==> src/rtl/ias_fetch_unit.sv <==
// Instruction fetch engine: reads a 40-bit word at the PC, then presents its
// left and right 20-bit instructions to decode, pulsing pc_inc once per word.
module ias_fetch_unit #(
   parameter int ADDR_W = 8,
   parameter int OPC_W = 8,
   parameter int OPR_W = 12,
   localparam int HALF_W = OPC_W + OPR_W,
   localparam int WORD_W = 2 * HALF_W
) (
   input  logic              clk,
   input  logic              rst,
   input  logic              start,
   input  logic              flush,
   input  logic [ADDR_W-1:0] pc_in,
   output logic              pc_inc,
   output logic              mem_req,
   output logic [ADDR_W-1:0] mem_addr,
   input  logic              mem_ack,
   input  logic [WORD_W-1:0] mem_rdata,
   output logic              instr_valid,
   input  logic              instr_ready,
   output logic [OPC_W-1:0]  instr_opcode,
   output logic [OPR_W-1:0]  instr_addr,
   output logic              instr_is_right,
   output logic              busy
);

   // Handshake: an instruction transfers on a rising edge where instr_valid
   // and instr_ready are both 1 and flush is 0; valid and fields then hold
   // until that transfer (or flush/rst), and valid never depends on ready.

   typedef enum logic [2:0] {
      IDLE       = 3'd0,
      SETUP      = 3'd1,
      REQ        = 3'd2,
      FLUSH_WAIT = 3'd3,
      ISSUE_L    = 3'd4,
      ISSUE_R    = 3'd5
   } state_t;

   state_t state;
   state_t state_next;

   logic [WORD_W-1:0] word_buf;
   logic              first_l;

   always_ff @(posedge clk or posedge rst) begin
      if (rst) state <= IDLE;
      else     state <= state_next;
   end

   always_comb begin
      state_next = state;
      case (state)
         IDLE:       if (start) state_next = SETUP;
         SETUP:      if (!flush) state_next = REQ;
         REQ: begin
            if (flush)        state_next = mem_ack ? SETUP : FLUSH_WAIT;
            else if (mem_ack) state_next = ISSUE_L;
         end
         FLUSH_WAIT: if (mem_ack) state_next = SETUP;
         ISSUE_L: begin
            if (flush)            state_next = SETUP;
            else if (instr_ready) state_next = ISSUE_R;
         end
         ISSUE_R: begin
            if (flush)            state_next = SETUP;
            else if (instr_ready) state_next = start ? SETUP : IDLE;
         end
         default:                 state_next = IDLE;
      endcase
   end

   // Address is latched as SETUP exits so a PC update from the prior cycle is seen.
   always_ff @(posedge clk or posedge rst) begin
      if (rst) begin
         mem_addr <= '0;
         word_buf <= '0;
         first_l  <= 1'b0;
      end else begin
         if (state == SETUP && state_next == REQ) mem_addr <= pc_in;
         if (state == REQ && mem_ack && !flush)   word_buf <= mem_rdata;
         first_l <= (state == REQ) && (state_next == ISSUE_L);
      end
   end

   always_comb begin
      mem_req        = (state == REQ) || (state == FLUSH_WAIT);
      instr_valid    = (state == ISSUE_L) || (state == ISSUE_R);
      instr_is_right = (state == ISSUE_R);
      busy           = (state != IDLE);
      // A flush in the first issue cycle means a branch target is being loaded.
      pc_inc         = first_l && !flush;
      if (state == ISSUE_R) begin
         instr_opcode = word_buf[HALF_W-1 -: OPC_W];
         instr_addr   = word_buf[OPR_W-1:0];
      end else begin
         instr_opcode = word_buf[WORD_W-1 -: OPC_W];
         instr_addr   = word_buf[HALF_W+OPR_W-1 -: OPR_W];
      end
   end

endmodule

==> config.mk <==
export PLATFORM = sky130hd
export DESIGN_NAME = ias_fetch_unit
export DESIGN_NICKNAME = d
export VERILOG_FILES = /design/src/rtl/ias_fetch_unit.sv
export SDC_FILE = /design/constraint.sdc
export NUM_CORES = 1
export LEC_CHECK = 0
export BUFFER_PORTS_ARGS = -buffer_cell sky130_fd_sc_hd__clkbuf_2
export CAP_MARGIN = 25
export CORE_MARGIN = 4
export CORE_UTILIZATION = 48
export CTS_CLUSTER_DIAMETER = 150
export DETAILED_ROUTE_END_ITERATION = 7
export PLACE_DENSITY_LB_ADDON = 0.25
export RECOVER_POWER = 100
export SKIP_CTS_REPAIR_TIMING = 1
export SLEW_MARGIN = 40
export SYNTH_ARGS = -nofsm -noshare
export SYNTH_HDL_FRONTEND = slang
export SYNTH_SLANG_ARGS = --single-unit
==> constraint.sdc <==
create_clock -name clk -period 2.15 [get_ports clk]
set_clock_uncertainty 0.15 [all_clocks]
set_input_delay 0.43 -clock clk [delete_from_list [all_inputs] [get_ports clk]]
set_output_delay 0.43 -clock clk [all_outputs]
set_load 0.02 [all_outputs]
==> summary.md, run 1 <==
| Metric | Value |
|---|---|
| #FFs+latches synth | 52 |
| Power density over the cells | 1420 nW/µm² |
| FFs w/ async S/R, synth | 1.00 |
| Total grt overflow | 0 |
| Top cell type's share of synthesized area | 0.572 |
| CTS Buf Count | 5 |
| Routed WL | 5010 µm |
| Slew Viols, Final | 0 |
| IO Port Bufs | 86 |
| Via count | 1613 |
| Largest net degree at the start of global routing | 42 |
| CTS Buffer Depth | 2 |
| Relative slew slack | 0.428 |
| Synthesized area | 2280 µm² |
| Worst-Margin Slew | 858 ps |
| Hpwl dp | 3350 µm |
| RSZ-0062 raised after global routing | true |
| Sequential fraction of the synthesis area | 0.572 |
| Final min period | 2180 ps |
| Antenna-violating nets left | 0 |
| Vias in the first global route | 1763 |
| R2R Setup Slk | 120 ps |
| Layout cells sized above 1 | 0.726 |
| Commonest cells post-synth | mux2_2 (68), dfrtp_1 (52), buf_6 (4), inv_1 (4) |
| Die area | 5910 µm² |
| Reg2Reg Depth | 5 |
| Chip height | 76.9 µm |
| Synth warn | 0 |
| Avg Vias per Cell | 5.38 |
| CTS tree | yes |
| Antenna cell count | 0 |
| CTS clk-pin slew, worst paths | 90 ps |
| Placer Congestion | 0.736 |
| Critical Path RT | 1570 ps |
| Slowest-stage cell, CP | dfrtp_2 |
| Fill cells | 318 |
| Initial DRC Count | 48 |
| Synthesis-to-finish area growth | 39.6% |
| Finished Core Util | 0.710 |
| Failing checks | setup timing |
| Final net count | 301 |
| CP max FO | 5 |
| Root Driver | clkbuf_8 |
| Worst VDD drop | 0.757 mV |
| TNS Setup | -419 ps |
| Number of remaining DRC errors | 0 |
| Critical path startpoint category | flip-flop |
| Worst r2r src | state[2] |
| Cell variety after synth | 16 |
| Worst-Skew Late Latency | 300 ps |
| Die X-Extent | 76.9 µm |
| Critical path capture point type | output pin |
| Core Region | 4470 µm² |
| Starting Density | 0.509 |
| Drt pass-1 iters | 4 |
| Fmax | 0.458 GHz |
| Max Cap Viol | 0 |
| Worst Path Arrival | 1600 ps |
| First-pass GRT wire length | 7900 µm |
| Top_reg_cell synth | dfrtp_1 |
| Post-synth EDFFs | 0 |
| Top cells by area, synth | dfrtp_1 (57%), mux2_2 (34%), buf_6 (2.0%), nor4b_4 (1.0%), nor2b_1 (0.82%) |
| R2R Path End | word_buf[20] |
| Crit-path cells | nor2b_4 -> nand2_4 -> clkbuf_16 -> mux2_4 -> buf_6 |
| Hold crit path type | primary input to async pin |
| Final critical-path share of the clock period | 1.02 |
| Avg Inst Size Synth | 15.2 µm² |
| Post-Syn Nets | 204 |
| Post-Syn Instances | 150 |
| Initial antenna violation count | 0 |
| Critical path's largest stage delay | 450 ps |
| Final WS setup | -34.7 ps |
| Most frequent cell after synthesis | mux2_2 |
| Num rows | 24 |
| Static leakage | 0.00162 µW |
| Yosys top cell by area | dfrtp_1 |
| Status | finished with violations |
| Worst path buffer plus inverter count | 2 |
| I/O pin count | 87 |
| Final Hold Fails | 0 |
| Top cell family by delay on the critical path | flip-flops |
| Gr usage total | 0.166 |
| H-tree Lvls | 2 |
| Setup-failing EPs final | 20 |
| Critical path class | flip-flop to output pin |
| # clock sinks | 52 |
| Wire length per cell | 16.7 µm |
-- metal layers --
| metal | vias up | GRT usage | share of wire |
|---|---|---|---|
| li1 | 724 | - | - |
| met1 | 808 | 0.195 | 0.41 |
| met2 | 74 | 0.285 | 0.48 |
| met3 | 7 | 0.0597 | 0.090 |
| met4 | 0 | 0.0453 | 0.013 |
| met5 | - | 0 | 0 |
-- how the worst max path moves through the flow --
stage / end / from / cells after the start / slack [ps]
6_report: instr_opcode[2] / state[1] / 5 / -30
5_1_grt: instr_opcode[5] / state[1] / 5 / -100
4_1_cts: instr_addr[11] / state[2] / 5 / -200
3_5_place_dp: instr_addr[1] / state[2] / 5 / 160
3_3_place_gp: instr_opcode[7] / state[2] / 5 / 210
2_1_floorplan: instr_addr[0] / state[2] / 4 / 90
-- state kept, by name, summed over array words and instances (netlist names) --
| name | count |
|---|---|
| mem_addr | 8 |
| first_l | 1 |
| word_buf | 40 |
| state | 3 |
-- metrics by stage --
| stage | worst slack, ps | total power (µW) | instance area [µm²] | instances | hold WS [ps] |
|---|---|---|---|---|---|
| 5_1_grt | -103 | 4800 | 3180 | 300 | 194 |
| 6_report | -34.7 | 4520 | 3180 | 300 | 123 |
| 3_5_place_dp | 158 | 3360 | 2780 | 287 | 328 |
| 3_3_place_gp | 215 | 3310 | 2780 | 287 | 323 |
| 2_1_floorplan | 87.4 | 2840 | 2280 | 150 | 325 |
| 4_1_cts | -197 | 4090 | 2910 | 295 | -8.70 |
-- placed cells by master (no fill, tap or decap) --
cell / count
a222oi_1: 1
a32oi_1: 1
buf_12: 1
buf_4: 5
buf_6: 21
buf_8: 2
bufinv_16: 1
clkbuf_16: 1
clkbuf_2: 67
clkbuf_8: 7
dfrtp_1: 50
dfrtp_2: 2
inv_1: 4
mux2_2: 50
mux2_4: 18
nand2_1: 2
nand2_4: 1
nand2b_1: 2
nor2_1: 2
nor2b_1: 2
nor2b_4: 1
nor3_2: 1
nor4b_4: 1
o21ai_0: 2
o21bai_1: 2
or2_2: 1
-- logic make-up (layout without fill, tap and decap cells) --
group,Yosys count,in the layout,share of synthesized area
muxes,68,68,0.336
DFF,52,52,0.572
and+or+nand+nor,13,13,0.0396
buffers and inverters,11,109,0.0330
AOI/OAI and AO/OA,6,6,0.0192
-- where the power goes --
part,internal [µW],switching [µW],leakage [µW]
clock network,411,312,0.0000645
logic,1190,917,0.000926
registers,1450,250,0.000631
-- layout make-up --
type	count	area [µm²]	share of cell area
clock buffers	7	96.3	0.0303
clock inverters	1	30.0	0.00945
inverters	4	15.0	0.00473
multi-input cells	87	982	0.309
flip-flops and latches	52	1300	0.410
well taps	52	65.1	0.0205
repair buffers	97	684	0.215
Power figures use the tool's default switching activity.
==> run 2, diff against run 1 <==
--- a/config.mk
+++ b/config.mk
@@ -5,10 +5,11 @@
 export SDC_FILE = /design/constraint.sdc
 export NUM_CORES = 1
 export LEC_CHECK = 0
+export ABC_AREA = 1
 export BUFFER_PORTS_ARGS = -buffer_cell sky130_fd_sc_hd__clkbuf_2
 export CAP_MARGIN = 25
 export CORE_MARGIN = 4
-export CORE_UTILIZATION = 48
+export CORE_UTILIZATION = 49
 export CTS_CLUSTER_DIAMETER = 150
 export DETAILED_ROUTE_END_ITERATION = 7
 export PLACE_DENSITY_LB_ADDON = 0.25
==> summary.md, run 2 <==
| Metric | Value |
|---|---|
| Status | finished, final reports clean |
| Routed WL | 5480 µm (+9.5%) |
| Critical path startpoint category | flip-flop |
| Gr usage total | 0.182 (+0.0164) |
| Most common library cell in the layout ignoring fill and taps | nand2_1 |
| Critical path capture point type | output pin |
| Worst Path Arrival | 1540 ps (-60 ps) |
| Die X-Extent | 77.6 µm (+0.98%) |
| Avg Inst Size Synth | 8.16 µm² (-46%) |
| Final net count | 435 (+45%) |
| Drt pass-1 iters | 4 (unchanged) |
| Worst r2r src | state[1] |
| Post-synth EDFFs | 0 (unchanged) |
| Sequential fraction of the synthesis area | 0.548 (-0.0238) |
| Cell variety after synth | 16 (unchanged) |
| Synthesis-to-finish area growth | 31.6% |
| Die area | 6020 µm² (+2.0%) |
| R2R Setup Slk | 610 ps (+490 ps) |
| Layout Cells excl Fill | 448 (+49%) |
| Top cell type's share of synthesized area | 0.548 (-0.0238) |
| Initial antenna violation count | 0 (unchanged) |
| Finished Core Util | 0.662 (-0.0483) |
| Placer Congestion | 0.744 (+1.0%) |
| Synth warn | 0 (unchanged) |
| Relative slew slack | 0.439 (+0.0115) |
| CP max FO | 10 (+5) |
| Root Driver | clkbuf_8 |
| Slowest-stage cell, CP | dfrtp_1 |
| Critical path's largest stage delay | 420 ps (-30 ps) |
| Initial DRC Count | 65 (+35%) |
| Total grt overflow | 0 (unchanged) |
| Setup-failing EPs final | 0 (-100%) |
| Worst VDD drop | 0.754 mV (-0.46%) |
| Core Region | 4720 µm² (+5.6%) |
| R2R Path End | word_buf[4] |
| Final Hold Fails | 0 (unchanged) |
| Largest net degree at the start of global routing | 39 (-7.1%) |
| Crit-path cells | inv_2 -> nand2_4 -> nor2_4 -> inv_4 -> clkbuf_16 -> o21ai_2 -> buf_4 |
| Final critical-path share of the clock period | 0.986 (-0.0300) |
| Worst-Margin Slew | 840 ps (-17.2 ps) |
| FFs w/ async S/R, synth | 1.00 (unchanged) |
| Via count | 2069 (+28%) |
| CTS Buffer Depth | 2 (unchanged) |
| Yosys top cell by area | dfrtp_1 |
| Area after DPL | 2860 µm² (+2.7%) |
| Worst-Skew Late Latency | 300 ps (about the same) |
| Post-Syn Nets | 345 (+69%) |
| Chip height | 77.6 µm (+0.98%) |
| Starting Density | 0.503 (-0.00589) |
| Antenna-violating nets left | 0 (unchanged) |
| Wire length per cell | 12.2 µm (-27%) |
| Final Cell Area | 3130 µm² (-1.6%) |
| IO Port Bufs | 86 (unchanged) |
| Power density over the cells | 1330 nW/µm² (-6.6%) |
| Static leakage | 0.00176 µW (+8.5%) |
| Critical path class | flip-flop to output pin |
| First-pass GRT wire length | 8820 µm (+12%) |
| Cell Count Post-Placement | 436 (+52%) |
| CTS tree | yes |
| Slew Viols, Final | 0 (unchanged) |
| Max reg flops | 40 (unchanged) |
| I/O pin count | 87 (unchanged) |
| Top reg by flops | word_buf |
| #FFs+latches synth | 52 (unchanged) |
| Hpwl dp | 3710 µm (+11%) |
| Avg Vias per Cell | 4.62 (-14%) |
| Fin Hold WS | 126 ps (+3.30 ps) |
| RSZ-0062 raised after global routing | true |
| CTS clk-pin slew, worst paths | 90 ps (about the same) |
| Max Cap Viol | 0 (unchanged) |
| # clock sinks | 52 (unchanged) |
| Final WS setup | 29.7 ps (+64.4 ps) |
| Top cells by area, synth | dfrtp_1 (55%), nand2_1 (20%), o21ai_0 (5.5%), inv_1 (5.4%), o21ai_2 (3.7%) |
| Antenna cell count | 0 (unchanged) |
| Top_reg_cell synth | dfrtp_1 |
| Top flop regs | word_buf (40), mem_addr (8), state (3) |
| H-tree Lvls | 2 (unchanged) |
| Layout cells sized above 1 | 0.349 (-0.377) |
| Fmax | 0.472 GHz (+3.0%) |
| Most frequent cell after synthesis | nand2_1 |
| Critical Path RT | 1570 ps (about the same) |
| Vias in the first global route | 1975 (+12%) |
| Setup slack at placement | 229 ps (+71.1 ps) |
| Commonest cells post-synth | nand2_1 (128), dfrtp_1 (52), inv_1 (34) |
| Reg2Reg Depth | 8 (+3) |
| Num rows | 25 (+4.2%) |
| Post-Syn Instances | 291 (+94%) |
| Synthesized area | 2370 µm² (+4.3%) |
| Number of remaining DRC errors | 0 (unchanged) |
| CTS Buf Count | 5 (unchanged) |
| Hold crit path type | primary input to async pin |
| Final min period | 2120 ps (-64.4 ps) |
| Most frequent cells in the layout | nand2_1 (126), clkbuf_2 (68), dfrtp_1 (50) |
-- run 2: cell types whose count changed after synthesis, sizes merged, moves of 3 or more --
cell   change
inv       +34
nand2    +125
o21ai     +42
nand3      +7
buf        +4
nor2       +5
nor2b      -3
mux2      -68
-- run 2: cell type report --
type                       instances  area [µm²]
timing repair buffer              96         602
multi-input combinational        188         892
inverter                          38         148
clock buffer                       7        96.3
sequential                        52        1300
fill                             432        1600
tap                               67        83.8
-- run 2: how the worst max path moves through the flow --
stage | from | to | slack, ps | cells after the start
floorplan | state[1] | instr_addr[10] | 210 | 6
global placement | state[1] | instr_opcode[1] | 280 | 7
detailed placement | state[1] | instr_opcode[1] | 230 | 7
CTS | state[1] | instr_opcode[1] | -120 | 7
global route | state[1] | instr_addr[5] | -50 | 7
finish | state[1] | instr_addr[5] | 30 | 7
-- run 2: cell families (layout without fill, tap and decap cells) --
| kind of cell | Yosys count | in the layout | synth area share |
|---|---|---|---|
| and+or+nand+nor | 142 | 142 | 0.239 |
| buffers and inverters | 51 | 141 | 0.0996 |
| AOI/OAI and AO/OA | 46 | 46 | 0.114 |
| DFF | 52 | 52 | 0.548 |
-- run 2: power by group --
part	switching (µW)	internal [µW]	leakage [µW]
combinational	1150	764	0.00107
sequential	231	1430	0.000642
clock	298	287	0.0000503
total	1680	2480	0.00176
-- run 2: per-layer routing --
layer | vias to the layer above | global-route usage | share of wire
met5 | - | 0 | 0
met4 | 0 | 0.0694 | 0.0098
met3 | 5 | 0.0394 | 0.056
met2 | 57 | 0.300 | 0.50
met1 | 948 | 0.235 | 0.44
li1 | 1059 | - | -
-- run 2: critical path, delay by kind of cell (launching register included) --
kind | cells | cell delay [ps]
DFF | 1 | 420
AOI/OAI and AO/OA | 1 | 130
and+or+nand+nor | 2 | 190
buffers and inverters | 4 | 490
-- run 2: stage by stage --
step	power (µW)	setup TNS [ps]
2_1_floorplan	2810	0
3_3_place_gp	3270	0
3_5_place_dp	3320	0
4_1_cts	3920	-1940
5_1_grt	4500	-448
6_report	4160	0
